`config.mk`:
```
export PLATFORM = sky130hd
export DESIGN_NAME = game_flow_fsm_flat
export DESIGN_NICKNAME = d
export VERILOG_FILES = /design/src/rtl/game_flow_fsm_if.sv /design/src/rtl/game_flow_fsm.sv /design/src/flat_wrapper.sv
export SDC_FILE = /design/constraint.sdc
export NUM_CORES = 1
export LEC_CHECK = 0
export ABC_AREA = 0
export CAP_MARGIN = 10
export CORE_ASPECT_RATIO = 0.7
export CORE_MARGIN = 1.5
export CORE_UTILIZATION = 23
export CTS_BUF_LIST = sky130_fd_sc_hd__clkbuf_8
export DETAILED_ROUTE_END_ITERATION = 10
export SLEW_MARGIN = 15
export SYNTH_ARGS = -nofsm -noshare
export SYNTH_HDL_FRONTEND = slang
export SYNTH_SLANG_ARGS = --single-unit
```
`constraint.sdc`:
```
create_clock -name Clock -period 5.7 [get_ports Clock]
set_input_delay 1.425 -clock Clock [delete_from_list [all_inputs] [get_ports Clock]]
set_output_delay 1.425 -clock Clock [all_outputs]
set_load 0.01 [all_outputs]
```
`src/rtl/game_flow_fsm_if.sv`:
```
// Event inputs and HUD/state outputs of the game flow controller.
// master drives keyboard/gameplay events, slave is the controller.
interface game_flow_fsm_if #(
  parameter int TIMER_W = 8
);
  logic               frame_tick;
  logic [7:0]         Keycode;
  logic               player_hit;
  logic               level_clear;
  logic [2:0]         outstate;
  logic               game_run;
  logic [3:0]         lives;
  logic [3:0]         level;
  logic [TIMER_W-1:0] countdown;

  modport master (
    output frame_tick, Keycode, player_hit, level_clear,
    input  outstate, game_run, lives, level, countdown
  );

  modport slave (
    input  frame_tick, Keycode, player_hit, level_clear,
    output outstate, game_run, lives, level, countdown
  );
endinterface

```
`src/rtl/game_flow_fsm.sv`:
```
// Game flow sequencer: menu/play/pause/resume/game-over/win with lives, level and resume countdown.
// One-cycle event latency, all outputs registered; no backpressure, events are single-cycle pulses or key edges.
module game_flow_fsm #(
  parameter logic [7:0] START_KEY     = 8'd44,
  parameter logic [7:0] PAUSE_KEY     = 8'd41,
  parameter int         NUM_LIVES     = 3,
  parameter int         NUM_LEVELS    = 4,
  parameter int         RESUME_FRAMES = 60,
  parameter int         TIMER_W       = 8
) (
  input logic Clock,
  input logic Reset,
  game_flow_fsm_if.slave gf
);

  typedef enum logic [2:0] {
    MENU      = 3'b000,
    PLAY      = 3'b001,
    PAUSE     = 3'b010,
    RESUME    = 3'b011,
    GAME_OVER = 3'b100,
    WIN       = 3'b101
  } state_t;

  localparam logic [3:0]         LIVES_INIT = 4'(NUM_LIVES);
  localparam logic [3:0]         LAST_LEVEL = 4'(NUM_LEVELS);
  localparam logic [TIMER_W-1:0] CD_INIT    = TIMER_W'(RESUME_FRAMES);
  localparam logic [TIMER_W-1:0] CD_ONE     = TIMER_W'(1);
  // With no countdown configured, "resuming" lands straight back in PLAY.
  localparam state_t             RESUME_ENTRY = (RESUME_FRAMES > 0) ? RESUME : PLAY;

  state_t             state_q, state_d;
  logic [3:0]         lives_q, lives_d;
  logic [3:0]         level_q, level_d;
  logic [TIMER_W-1:0] cd_q, cd_d;
  logic [7:0]         prev_key_q;
  logic               run_q;

  logic start_press;
  logic pause_press;
  logic any_press;

  assign start_press = (gf.Keycode == START_KEY) && (prev_key_q != START_KEY);
  assign pause_press = (gf.Keycode == PAUSE_KEY) && (prev_key_q != PAUSE_KEY);
  assign any_press   = (gf.Keycode != 8'd0) && (gf.Keycode != prev_key_q);

  always_ff @(posedge Clock) begin
    if (Reset) begin
      state_q    <= MENU;
      lives_q    <= 4'd0;
      level_q    <= 4'd0;
      cd_q       <= '0;
      prev_key_q <= 8'd0;
      run_q      <= 1'b0;
    end else begin
      state_q    <= state_d;
      lives_q    <= lives_d;
      level_q    <= level_d;
      cd_q       <= cd_d;
      prev_key_q <= gf.Keycode;
      run_q      <= (state_d == PLAY);
    end
  end

  always_comb begin
    state_d = state_q;
    lives_d = lives_q;
    level_d = level_q;
    cd_d    = cd_q;

    case (state_q)
      MENU: begin
        if (start_press) begin
          state_d = PLAY;
          lives_d = LIVES_INIT;
          level_d = 4'd1;
          cd_d    = '0;
        end
      end

      PLAY: begin
        // Priority: hit, then level clear, then pause; losers are dropped.
        if (gf.player_hit) begin
          if (lives_q == 4'd1) begin
            state_d = GAME_OVER;
            lives_d = 4'd0;
          end else begin
            lives_d = lives_q - 4'd1;
            state_d = RESUME_ENTRY;
            cd_d    = CD_INIT;
          end
        end else if (gf.level_clear) begin
          if (level_q == LAST_LEVEL) begin
            state_d = WIN;
          end else begin
            level_d = level_q + 4'd1;
            state_d = RESUME_ENTRY;
            cd_d    = CD_INIT;
          end
        end else if (pause_press) begin
          state_d = PAUSE;
        end
      end

      PAUSE: begin
        if (any_press) begin
          state_d = RESUME_ENTRY;
          cd_d    = CD_INIT;
        end
      end

      RESUME: begin
        if (pause_press) begin
          state_d = PAUSE;
        end else if (gf.frame_tick) begin
          if (cd_q == CD_ONE) begin
            state_d = PLAY;
            cd_d    = '0;
          end else begin
            cd_d = cd_q - CD_ONE;
          end
        end
      end

      GAME_OVER, WIN: begin
        if (start_press) begin
          state_d = MENU;
        end
      end

      default: begin
        state_d = MENU;
      end
    endcase
  end

  assign gf.outstate  = state_q;
  assign gf.game_run  = run_q;
  assign gf.lives     = lives_q;
  assign gf.level     = level_q;
  assign gf.countdown = cd_q;

endmodule

```
`src/flat_wrapper.sv`:
```
// flat-port wrapper written by rule: the top's interface ports become plain ports
module game_flow_fsm_flat 
#(
  parameter logic [7:0] START_KEY     = 8'd44,
  parameter logic [7:0] PAUSE_KEY     = 8'd41,
  parameter int         NUM_LIVES     = 3,
  parameter int         NUM_LEVELS    = 4,
  parameter int         RESUME_FRAMES = 60,
  parameter int         TIMER_W       = 8
)
  (Clock, Reset, gf_frame_tick, gf_Keycode, gf_player_hit, gf_level_clear, gf_outstate, gf_game_run, gf_lives, gf_level, gf_countdown);
  game_flow_fsm_if #(.TIMER_W(TIMER_W)) gf_i ();
  input logic Clock;
  input logic Reset;
  input wire logic [$bits(gf_i.frame_tick)-1:0] gf_frame_tick;
  input wire logic [$bits(gf_i.Keycode)-1:0] gf_Keycode;
  input wire logic [$bits(gf_i.player_hit)-1:0] gf_player_hit;
  input wire logic [$bits(gf_i.level_clear)-1:0] gf_level_clear;
  output wire logic [$bits(gf_i.outstate)-1:0] gf_outstate;
  output wire logic [$bits(gf_i.game_run)-1:0] gf_game_run;
  output wire logic [$bits(gf_i.lives)-1:0] gf_lives;
  output wire logic [$bits(gf_i.level)-1:0] gf_level;
  output wire logic [$bits(gf_i.countdown)-1:0] gf_countdown;
  assign gf_i.frame_tick = gf_frame_tick;
  assign gf_i.Keycode = gf_Keycode;
  assign gf_i.player_hit = gf_player_hit;
  assign gf_i.level_clear = gf_level_clear;
  assign gf_outstate = gf_i.outstate;
  assign gf_game_run = gf_i.game_run;
  assign gf_lives = gf_i.lives;
  assign gf_level = gf_i.level;
  assign gf_countdown = gf_i.countdown;
  game_flow_fsm #(.START_KEY(START_KEY), .PAUSE_KEY(PAUSE_KEY), .NUM_LIVES(NUM_LIVES), .NUM_LEVELS(NUM_LEVELS), .RESUME_FRAMES(RESUME_FRAMES), .TIMER_W(TIMER_W)) u_core (.Clock(Clock), .Reset(Reset), .gf(gf_i));
endmodule
```
# Word-level counts from Yosys, hierarchy flattened
# Index checks and enable logic that the tools add are counted.
# classes
add_sub_neg,3
n_eq_ne,25
muxes,31
n_reduce_logical,11
# ops
op,count
two-way mux 8 bit,9
two-way mux 3 bit,11
case mux 8 bit (4 select lines),1
two-way mux 4 bit,7
"== test 8 x 6 -> 1 bit, second input constant",2
"inequality test 8 x 6 -> 1 bit, second input constant",2
case mux 4 bit (2 select lines),2
case mux 3 bit (5 select lines),1
"inequality test 2 bit, second input constant",6
"inequality test 3 bit, second input constant",3
"== test 8 x 1 -> 1 bit, second input constant",1
inequality test 8 bit,1
AND reduction 8 bit,1
nonzero test 8 bit,1
"subtractor 8 x 1 -> 8 bit, second input constant",1
"== test 3 x 1 -> 1 bit, second input constant",2
"== test 3 x 2 -> 1 bit, second input constant",2
"== test 3 bit, second input constant",2
AND reduction 5 bit,1
"adder 4 x 1 -> 4 bit, second input constant",1
"== test 4 x 1 -> 1 bit, second input constant",1
"== test 4 x 3 -> 1 bit, second input constant",1
"inequality test 2 x 1 -> 1 bit, second input constant",2
nonzero test 4 bit,1
other kinds (6),8
# word_totals
regBits,28
in_bits,13
out_inout_bits,20
wordCells,76

# Depth between registers and ports, before layout
# logic_depth
word_depth,7
depth_mapped,9
mapped_depth_nobuf,8

# Worst setup path before layout
# Ideal clock, no wire load.
# synth_timing
kind,in2reg
from,input port gf_Keycode[1]
to,"register u_core.cd_q[7], in the netlist u_core.gf.countdown[7]"
setup_ns,0.071
t_arrival_ns,3.155
t_required_ns,5.629
path_slack_ns,2.474
cell_stages,6
n_path_buf,0
path_cell_list,or4_4 > a211o_1 > a211oi_2 > o31ai_1 > or4_1 > a21oi_1
# synth_via
elab_chain_len,4
word_cells_on_any_way,11
classes_between,eq/ne (6); reduce/logical (5)
# synth_rtl
element,line,text
start: declaration,flat_wrapper.sv:16,input wire logic [$bits(gf_i.Keycode)-1:0] gf_Keycode;
== test 8 x 6 -> 1 bit (tied with other cells),game_flow_fsm.sv:44,assign pause_press = (gf.Keycode == PAUSE_KEY) && (prev_key_q != PAUSE_KEY);
logical AND 1 bit (on tied branches),"game_flow_fsm.sv:44, game_flow_fsm.sv:43, game_flow_fsm.sv:45",
inequality test 2 bit (no line) / inequality test 2 x 1 -> 1 bit (equally long branches),--,
AND reduction 8 bit (no line) (*),--,
end signal: assignment,game_flow_fsm.sv:52,cd_q <= '0;
end signal: assignment,game_flow_fsm.sv:59,cd_q <= cd_d;
end: declaration,game_flow_fsm.sv:35,"logic [TIMER_W-1:0] cd_q, cd_d;"
# Every way passes the cells marked *; elsewhere a longest branch is shown, timed or not.
# A chain may end at the register's enable or synchronous reset.

# Worst setup path in the final report
# layout_timing
from,input port gf_Keycode[1]
to,"register u_core.lives_q[1], in the netlist u_core.gf.lives[1]"
# layout_via
elab_chain_len,4
# layout_rtl
element,line,text
== test 8 x 6 -> 1 bit,game_flow_fsm.sv:43,assign start_press = (gf.Keycode == START_KEY) && (prev_key_q != START_KEY);
logical AND 1 bit,game_flow_fsm.sv:43,
inequality test 2 x 1 -> 1 bit (no line),--,
AND reduction 3 bit (no line),--,
end signal: assignment,game_flow_fsm.sv:57,lives_q <= lives_d;
end: declaration,game_flow_fsm.sv:33,"logic [3:0] lives_q, lives_d;"
# Every way passes these cells.

==> metrics.md <==
| Metric | Value |
|---|---|
| Clk sink count | `28` |
| Later-pin clock latency in the skew report | `0.27 ns` |
| H-tree depth | `1` |
| P_leak | `0.740 nW` |
| Final setup TNS | `0 ns` |
| RePlAce Congestion | `0.829` |
| Root Buffer Master | `clkbuf_8` |
| Vias post-DR | `1526` |
| Slowest cell on crit path | `or4_4` |
| Area of the multi-input gates | `0.00103 mm2` |
| RSZ-0062 raised after global routing | `no` |
| Hold buffers post-CTS | `0` |
| Top cell type by total area after synthesis | `dfxtp_1` |
| Post-route minimum period | `3.69 ns` |
| Synth Register Bits | `28` |
| CP Capture Type | `register` |
| Worst min-delay path class | `register to register` |
| Max_slew headroom | `0.479` |
| Asr flop ratio synth | `0` |
| Status | `completed` |
| Post-synth EDFFs | `0` |
| Worst-path clk slew | `0.09 ns` |
| # Post-CTS Setup Buffers | `0` |
| Clock Path Buffers | `2` |
| Ys flop type | `dfxtp_1` |
| Layout cell share with drive strength beyond 1 | `0.0560` |
| Crit path DAT | `3.87 ns` |
| Die Y | `73.6 um` |
| MaxCap Viol Count | `0` |
| Syn avg cell area | `8.15 um2` |
| Synth top area cells | `dfxtp_1 34%, nor2b_1 5.3%, xor2_1 5.3%` |
| # nets final | `252` |
| Register area share after synthesis | `0.342` |
| # IOs | `33` |
| Synth warn | `0` |
| Fmax | `0.271 GHz` |
| Vias in the first global route | `1391` |
| Post-synth top area share | `0.342` |
| Synth Cell Area | `0.00164 mm2` |
| Pre-CTS WS | `1.76 ns` |
| Via-per-instance ratio | `4.68` |
| Count of input and output buffers | `32` |
| Final Max Slew Viols | `0` |
| Fin crit share | `0.647` |
| Inst Count DP | `322` |
| CTS tree | `yes` |
| Design Power | `0.654 mW` |
| DRT Pass-1 Iters | `4` |
| Wire per inst | `12.8 um` |
| CP max stage delay | `0.58 ns` |
| HPWL after DPL | `3.05 mm` |
| GR Overflow Total | `0` |
| Post-layout worst setup margin | `2.01 ns` |
| CTS Buf Count | `3` |
| Syn-to-layout area delta | `29.3%` |
| Initial drt markers | `76` |
| Netlist cell types | `50` |
| Die area | `0.00765 mm2` |
| Final wirelength | `4.19 mm` |
| PostCTS Resize Cnt | `0` |
| Die X | `104 um` |
| Syn nets | `220` |
| Worst slew pin tran | `0.771 ns` |
| Maximum fanout along the worst path | `4` |
| # rows | `25` |
| Pin count of the biggest net entering global routing | `26` |
| Drt drc | `0` |
| Seq. cell area | `561 um2` |
| GRT Total Usage | `0.112` |
| Cells after Synth | `201` |
| Initial Util | `0.240` |
| Worst-path cell chain | `clkdlybuf4s50_1 > or4_4 > a2111oi_2 > a21oi_1 > nor3_1 > nor2_1 > a311oi_1` |
| Clk_skew | `0.00569 ns` |
| Fin cells | `326` |
| Core Box Area | `0.00682 mm2` |
| First-pass GRT wire length | `6.89 mm` |
| Initial antenna violation count | `0` |
| DRT antenna net count | `0` |
| Power Dens Cells | `309 mW/mm2` |
| Maximum VDD drop | `133 uV` |
| Final Setup Violations | `0` |
| Startpoint class of the critical path | `primary input` |
| Worst EP required | `5.89 ns` |
| CP Class | `primary input to register` |
| # fillers | `745` |
| Final Hold Fails | `0` |
| Inserted Diodes | `0` |
==> worst max-delay path: cells and delay by family <==
| family | cells | cell delay (ns) |
|---|---|---|
| AO/OA/AOI/OAI | 3 | 0.91 |
| AND/OR/NAND/NOR | 3 | 1.07 |
| buffers and inverters | 1 | 0.46 |
==> report_power, final <==
part	internal, mW	switching (mW)	leakage (nW)
Sequential	0.222	0.0459	0.229
Clock	0.0619	0.0633	0.0288
Combinational	0.127	0.134	0.483
Total	0.411	0.243	0.740
==> layout make-up <==
cell class | instances | area share
Inverter | 6 | 0.0106
Multi-Input combinational cell | 160 | 0.485
Clock buffer | 4 | 0.0260
Sequential cell | 28 | 0.264
Tap cell | 94 | 0.0555
Timing Repair Buffer | 34 | 0.158
==> cell families (layout without fill, tap and decap cells) <==
| family | Yosys count | count (layout) | share of synthesized area |
|---|---|---|---|
| simple gates | 96 | 96 | 0.331 |
| compound gates | 45 | 45 | 0.179 |
| flops | 28 | 28 | 0.342 |
| buf+inv | 13 | 44 | 0.0305 |
| xor+xnor | 11 | 11 | 0.0588 |
| fa+ha+maj | 6 | 6 | 0.0458 |
| mux | 2 | 2 | 0.0122 |
==> synthesized netlist by cell type, types with 2 or more instances <==
library cell   n
o21ai_0       11
or2_2          2
dfxtp_1       28
nand2b_1       2
and2_1         2
nor2_1        18
a211oi_1       2
nor2b_1       14
a311oi_1       2
or4_1          2
nor3_1         7
nand2_1       17
inv_1          6
nor4b_1        2
ha_1           6
or3b_2         2
xor2_1        10
and3_1         3
nor3b_1        3
mux2i_1        2
clkbuf_1       6
nor4_1         7
o22ai_1        2
or3_1          4
o21bai_1       2
nand3b_1       2
a21oi_1       14
==> through the flow <==
| stage | cell area (um2) | hold slack (ns) | utilization |
|---|---|---|---|
| 6_report | 2120 | 0.517 | 0.311 |
| 5_1_grt | 2120 | 0.549 | 0.311 |
| 4_1_cts | 2120 | 0.522 | 0.311 |
| 3_5_place_dp | 2060 | 0.506 | 0.303 |
| 3_3_place_gp | 2060 | 0.495 | 0.303 |
| 2_1_floorplan | 1640 | 0.514 | - |
==> final timing paths <==
path,from,end,slack (ns),depth (start not counted)
setup / recovery,gf_Keycode[1],u_core.gf.lives[1],2.01,7
hold / removal,u_core.gf.countdown[6],u_core.gf.countdown[6],0.52,2
setup reg to reg,u_core.prev_key_q[5],u_core.gf.countdown[7],3.34,7
hold reg to reg,u_core.gf.countdown[6],u_core.gf.countdown[6],0.52,2
==> cell usage in the layout (no fill, tap or decap), types with 3 or more instances in the layout <==
cell	instances
or3_1	4
inv_1	6
nor3b_1	3
nor2_1	18
ha_1	6
nor2b_1	14
nor4_1	7
nand2_1	17
a21oi_1	14
and3_1	3
clkbuf_8	4
nor3_1	7
dfxtp_1	28
o21ai_0	11
xor2_1	10
clkdlybuf4s50_1	32
==> routing by layer <==
| metal | track usage | routed length [um] | vias up | share of wire |
|---|---|---|---|---|
| met3 | 0.0319 | 174 | 4 | 0.042 |
| met2 | 0.166 | 1710 | 25 | 0.41 |
| li1 | - | - | 791 | - |
| met5 | 0 | 0 | - | 0 |
| met1 | 0.158 | 2260 | 706 | 0.54 |
| met4 | 0.0293 | 42 | 0 | 0.010 |
==> state kept, by name, indices dropped and copies added, names as in the netlist <==
signal / count
u_core.gf.countdown: 8
u_core.gf.lives: 4
u_core.gf.level: 4
u_core.prev_key_q: 8
u_core.gf.outstate: 3
u_core.gf.game_run: 1
No activity file was read; power rests on OpenSTA's default activity.
